## config.mk

```make
export PLATFORM = sky130hd
export DESIGN_NAME = pe_window_sequencer
export DESIGN_NICKNAME = d
export VERILOG_FILES = /design/src/rtl/pe_window_sequencer.sv
export SDC_FILE = /design/constraint.sdc
export NUM_CORES = 1
export LEC_CHECK = 0
export CORE_AREA = 10 10 125 127
export DETAILED_ROUTE_END_ITERATION = 8
export DIE_AREA = 0 0 135 137
export PLACE_DENSITY = 0.53
export SLEW_MARGIN = 20
export SYNTH_ARGS = -nofsm -noshare
export SYNTH_HDL_FRONTEND = slang
export SYNTH_SLANG_ARGS = --single-unit
```

## constraint.sdc

```tcl
create_clock -name clock -period 3.3 [get_ports clock]
set_input_delay 0.66 -clock clock [delete_from_list [all_inputs] [get_ports clock]]
set_output_delay 0.66 -clock clock [all_outputs]
set_load 0.01 [all_outputs]
```

## src/rtl/pe_window_sequencer.sv

```systemverilog
// Scanline sequencer producing per-pixel WIN0/WIN1 flags for the window masker.
// Optional macro WIN_SHADOW_EN: latch window/enable registers at line_start.
module pe_window_sequencer #(
  parameter int H_VISIBLE = 240,
  parameter int V_VISIBLE = 160
) (
  input  logic        clock,
  input  logic        reset_n,
  input  logic        line_start,
  input  logic [7:0]  vcount,
  input  logic        pixel_en,
  input  logic [15:0] dispcnt,
  input  logic [15:0] win0h,
  input  logic [15:0] win0v,
  input  logic [15:0] win1h,
  input  logic [15:0] win1v,
  output logic        win0,
  output logic        win1,
  output logic [7:0]  pix_x,
  output logic        pix_valid,
  output logic        line_done
);

  typedef enum logic [1:0] {
    ST_IDLE   = 2'd0,
    ST_ACTIVE = 2'd1,
    ST_DONE   = 2'd2
  } state_t;

  localparam logic [7:0] X_LAST  = 8'(H_VISIBLE - 1);
  localparam logic [7:0] V_LIMIT = 8'(V_VISIBLE);

  // Half-open interval test with wrap-around; lo == hi is an empty window.
  function automatic logic range_hit(input logic [7:0] lo, input logic [7:0] hi,
                                     input logic [7:0] v);
    logic hit_s;
    if (lo == hi) begin
      hit_s = 1'b0;
    end else if (lo < hi) begin
      hit_s = (v >= lo) && (v < hi);
    end else begin
      hit_s = (v >= lo) || (v < hi);
    end
    return hit_s;
  endfunction

  state_t     state_r;
  logic [7:0] x_r;
  logic       vin0_r;
  logic       vin1_r;
  logic       win0_r;
  logic       win1_r;
  logic [7:0] pix_x_r;
  logic       pix_valid_r;
  logic       line_done_r;

  logic [15:0] win0h_s;
  logic [15:0] win1h_s;
  logic [1:0]  en_s;
  logic        unused_dispcnt_s;

  assign unused_dispcnt_s = ^{dispcnt[15], dispcnt[12:0]};

`ifdef WIN_SHADOW_EN
  logic [15:0] win0h_sh_r;
  logic [15:0] win1h_sh_r;
  logic [1:0]  en_sh_r;

  // Shadow copies of horizontal bounds and enables, refreshed once per line.
  always_ff @(posedge clock or negedge reset_n) begin
    if (!reset_n) begin
      win0h_sh_r <= 16'h0000;
      win1h_sh_r <= 16'h0000;
      en_sh_r    <= 2'b00;
    end else if (line_start) begin
      win0h_sh_r <= win0h;
      win1h_sh_r <= win1h;
      en_sh_r    <= dispcnt[14:13];
    end else begin
      win0h_sh_r <= win0h_sh_r;
      win1h_sh_r <= win1h_sh_r;
      en_sh_r    <= en_sh_r;
    end
  end

  assign win0h_s = win0h_sh_r;
  assign win1h_s = win1h_sh_r;
  assign en_s    = en_sh_r;
`else
  assign win0h_s = win0h;
  assign win1h_s = win1h;
  assign en_s    = dispcnt[14:13];
`endif

  // Line FSM: line_start always wins, aborting any line in progress.
  always_ff @(posedge clock or negedge reset_n) begin
    if (!reset_n) begin
      state_r     <= ST_IDLE;
      x_r         <= 8'd0;
      vin0_r      <= 1'b0;
      vin1_r      <= 1'b0;
      win0_r      <= 1'b0;
      win1_r      <= 1'b0;
      pix_x_r     <= 8'd0;
      pix_valid_r <= 1'b0;
      line_done_r <= 1'b0;
    end else begin
      pix_valid_r <= 1'b0;
      line_done_r <= 1'b0;
      if (line_start) begin
        x_r     <= 8'd0;
        vin0_r  <= range_hit(win0v[15:8], win0v[7:0], vcount);
        vin1_r  <= range_hit(win1v[15:8], win1v[7:0], vcount);
        state_r <= (vcount < V_LIMIT) ? ST_ACTIVE : ST_IDLE;
      end else begin
        case (state_r)
          ST_ACTIVE: begin
            if (pixel_en) begin
              pix_valid_r <= 1'b1;
              pix_x_r     <= x_r;
              win0_r      <= en_s[0] & vin0_r & range_hit(win0h_s[15:8], win0h_s[7:0], x_r);
              win1_r      <= en_s[1] & vin1_r & range_hit(win1h_s[15:8], win1h_s[7:0], x_r);
              if (x_r == X_LAST) begin
                x_r     <= 8'd0;
                state_r <= ST_DONE;
              end else begin
                x_r     <= x_r + 8'd1;
              end
            end else begin
              state_r <= ST_ACTIVE;
            end
          end
          ST_DONE: begin
            line_done_r <= 1'b1;
            state_r     <= ST_IDLE;
          end
          ST_IDLE: begin
            state_r <= ST_IDLE;
          end
          default: begin
            state_r <= ST_IDLE;
          end
        endcase
      end
    end
  end

  assign win0      = win0_r;
  assign win1      = win1_r;
  assign pix_x     = pix_x_r;
  assign pix_valid = pix_valid_r;
  assign line_done = line_done_r;

endmodule

```

==> results.json <==
{
  "outcome": "complete, no violations",
  "drive_gt1_share_pct": 3.76,
  "placed_area_um2": 4330,
  "synthXorXnorAreaFrac_pct": 0.544,
  "synthesis.nets": 573,
  "x_dimension_of_the_die_um": 135,
  "achievable-frequency_ghz": 0.392,
  "power_switching_uw": 286,
  "postSynth.asyncResetShare_pct": 100,
  "family_with_the_most_delay_on_the_worst_path": "compound AO/OA/AOI/OAI gates",
  "hold_path_depth": 2,
  "cts.hold.buffers_added": 0,
  "detailedRoute.firstIterationViolations": 78,
  "irDropWorstVdd_mv": 0.148,
  "insertion_delay_ns": 0.26,
  "grt_pass1_wl_um": 15500,
  "yosys_warnings": 0,
  "instances_no_fill": 655,
  "starting_density_of_the_core_pct": 24.6,
  "worst-path-stages": 9,
  "power.static_leakage_nw": 2.28,
  "cts_num_sinks": 24,
  "timing.reg2reg.worst_path_depth": 8,
  "final_layout_fill_cell_count": 1355,
  "detail_route.wirelength_um": 9300,
  "die_y_um": 137,
  "comb_power_share_pct": 36.4,
  "critical_path.startpoint": "win1h[1]",
  "cts_tree": "built",
  "gp_congestion": 0.814,
  "detailroute.via_count": 2974,
  "worstSetupEndpoint": "win1",
  "synth.mux.area_fraction_pct": 0,
  "post-route-cell-area_um2": 4430,
  "r2r_slack_ns": 1.22,
  "finalHoldViolations": 0,
  "detailed_place_hpwl_um": 7960,
  "grt_pass1_vias": 3236,
  "synth-compound-area-share_pct": 19.3,
  "p_seq_share_pct": 30.5,
  "final.period_utilization_pct": 77.3,
  "yosys.cell_types.count": 51,
  "setup_repair_after_global_routing_missed_its_margin": "no",
  "combinational_family_with_the_most_area_after_synthesis": "adder cells",
  "timing.rr.end": "win0",
  "netSwitchingFraction_pct": 27.5,
  "multi_input_area_um2": 2360,
  "cts_made_buffers": 3,
  "yosysSeqAreaShare_pct": 18.6,
  "cp_num_buf_inv": 2,
  "syn_to_final_growth_pct": 37.6,
  "mean_cell_area_of_the_mapped_netlist_um2": 8.30,
  "holdCritStartpoint": "pix_x[1]",
  "post_drt_via_cell_ratio": 4.54,
  "clock_tree.htree_level_count": 1,
  "port_buffers": 89,
  "report.final.slew_viol_count": 0,
  "dominantRegCellSynth": "sky130_fd_sc_hd__dfrtp_1",
  "final.setup_skew_ns": 0.00476,
  "worst_relative_slew_slack_pct": 63.4,
  "total_setup_buffers_inserted_after_cts": 0,
  "maxCapViolCount": 0,
  "classification_of_the_worst_slack_hold_path": "flip-flop to flip-flop",
  "floorplan.rows": 42,
  "design.core.area_um2": 13100,
  "finalCoreUtilization_pct": 33.9,
  "master_cell_of_the_clock_root_buffer": "sky130_fd_sc_hd__clkbuf_16",
  "crit_chain": "clkdlybuf4s50_1, inv_1, ha_1, nor2b_1, o211ai_1, a21oi_1, a2111oi_1, o31a_1, o31ai_1",
  "track_usage_pct": 10.1,
  "placed_cells_incl_taps": 651,
  "worst_setup_path_end_kind": "flip-flop",
  "worst_setup_hold_path_clk_slew_ns": 0.06,
  "grt_start_max_net_pins": 25,
  "cp.arrival_ns": 2.68,
  "register_area_um2": 601,
  "cp_slowest_cell": "sky130_fd_sc_hd__a2111oi_1",
  "power.density_nw_per_um2": 235,
  "route.detailed.drc": 0,
  "pre_cts_slack_ns": 0.526,
  "timing.final.setup_violations": 0,
  "fraction_of_the_mapped_netlist_area_in_simple_logic_gates_pct": 17.1,
  "cts_repair_resize_count": 0,
  "firstDrtPassIters": 4,
  "summed_instance_area_of_the_synthesized_netlist_um2": 3220,
  "synth_seq_cells": 24,
  "diodes": 0,
  "critPathKind": "input port to flip-flop",
  "crit_fanout": 2,
  "syn-instance-count": 388,
  "crit_path_largest_cell_delay_ns": 0.55,
  "io_pins": 104,
  "critical_path.reg2reg.startpoint": "x_r[0]",
  "setup.worst_path.start_class": "input port",
  "synth_adder_area_share_pct": 36.5,
  "tns_ns": 0,
  "p_int_uw": 755,
  "avgRoutedWirePerCell_um": 14.2,
  "final_net_count": 665,
  "setup_ws_ns": 0.749,
  "globalRouteOverflowTotal": 0,
  "clkPwrFrac_pct": 33.1,
  "die_area_um2": 18500,
  "drtAntennaViolNets": 0,
  "grt_antenna_before_repair": 0,
  "worst-endpoint-required_ns": 3.43,
  "timing_worst_slew_pin_value_ns": 0.547,
  "synth_edf_count": 0,
  "final.min_clock_period_ns": 2.55,
  "max-clock-path-buffers": 2
}
power groups by stage:
stage | clock, mW | combinational (mW) | sequential (mW)
after detailed placement | 0 | 0.382 | 0.323
final | 0.344 | 0.379 | 0.317
after global placement | 0 | 0.375 | 0.323
after global routing | 0.367 | 0.433 | 0.319
after CTS | 0.355 | 0.385 | 0.317
after floorplan | 0 | 0.200 | 0.324
stage by stage:
step | hold WS [ns] | total power [mW]
6_report | 0.480 | 1.04
5_1_grt | 0.509 | 1.12
4_1_cts | 0.486 | 1.06
3_5_place_dp | 0.470 | 0.705
3_3_place_gp | 0.467 | 0.698
2_1_floorplan | 0.364 | 0.523
worst min path at each step:
| stage | slack, ns | endpoint |
|---|---|---|
| 2_1_floorplan | 0.36 | line_done |
| 3_3_place_gp | 0.47 | pix_x[1] |
| 3_5_place_dp | 0.47 | pix_x[1] |
| 4_1_cts | 0.49 | pix_x[1] |
| 5_1_grt | 0.51 | pix_x[1] |
| 6_report | 0.48 | pix_x[1] |
final cells by class:
cell class,instances,area share (%)
sequential,24,13.6
inverter,63,5.34
multi-input combinational,297,53.3
clock buffer,3,1.69
clock inverter,1,0.678
timing repair buffer,91,20.4
tap,176,4.97
tightest hold or removal path: stages (launching register included):
cell                      delay (ns)
sky130_fd_sc_hd__dfrtp_1        0.34
sky130_fd_sc_hd__nand2_1        0.05
sky130_fd_sc_hd__nand2_1        0.06
cells in the final DEF, fill, tap and decap left out, types with 3 or more instances in the layout:
master                            netlist  final
sky130_fd_sc_hd__nand2_1               44     44
sky130_fd_sc_hd__o211ai_1               5      5
sky130_fd_sc_hd__clkbuf_16              0      3
sky130_fd_sc_hd__dfrtp_1               24     24
sky130_fd_sc_hd__nand4_1               12     12
sky130_fd_sc_hd__a21o_1                14     14
sky130_fd_sc_hd__inv_1                 62     62
sky130_fd_sc_hd__nand3_1                3      3
sky130_fd_sc_hd__nor2b_1                5      5
sky130_fd_sc_hd__nor2_1                17     17
sky130_fd_sc_hd__clkdlybuf4s50_1        0     89
sky130_fd_sc_hd__o21ai_0               19     19
sky130_fd_sc_hd__a211oi_1               5      5
sky130_fd_sc_hd__a2111oi_1              3      3
sky130_fd_sc_hd__a21oi_1               30     30
sky130_fd_sc_hd__ha_1                  93     93
sky130_fd_sc_hd__nand2b_1               6      6
per-layer routing:
metal	global-route usage [%]	wire length (um)
met1	13.2	4620
met2	16.2	3920
met3	2.35	693
met4	2.99	71
met5	0	0
kinds of logic (layout without fill, tap and decap cells):
group                      after synthesis  count (layout)
adders and majority gates               94              94
xor gates and xnor gates                 2               2
buffers and inverters                   67             158
DFF                                     24              24
and+or+nand+nor                        108             108
AOI/OAI and AO/OA                       93              93
cells in the mapped netlist, drive strengths merged, types with 3 or more instances:
master,number,area (um2)
a21oi,31,159
o211ai,5,37.5
ha,93,1160
nand4,12,75.1
or3,4,31.3
a2111oi,6,75.1
a211oi,6,50.1
a21o,14,105
nand2,45,171
nor2b,5,31.3
buf,3,17.5
nor2,17,63.8
dfrtp,24,601
nand3,3,15.0
inv,63,236
o21ai,20,100
nand2b,7,51.3
Note: power is estimated with default switching activity, not from simulation.
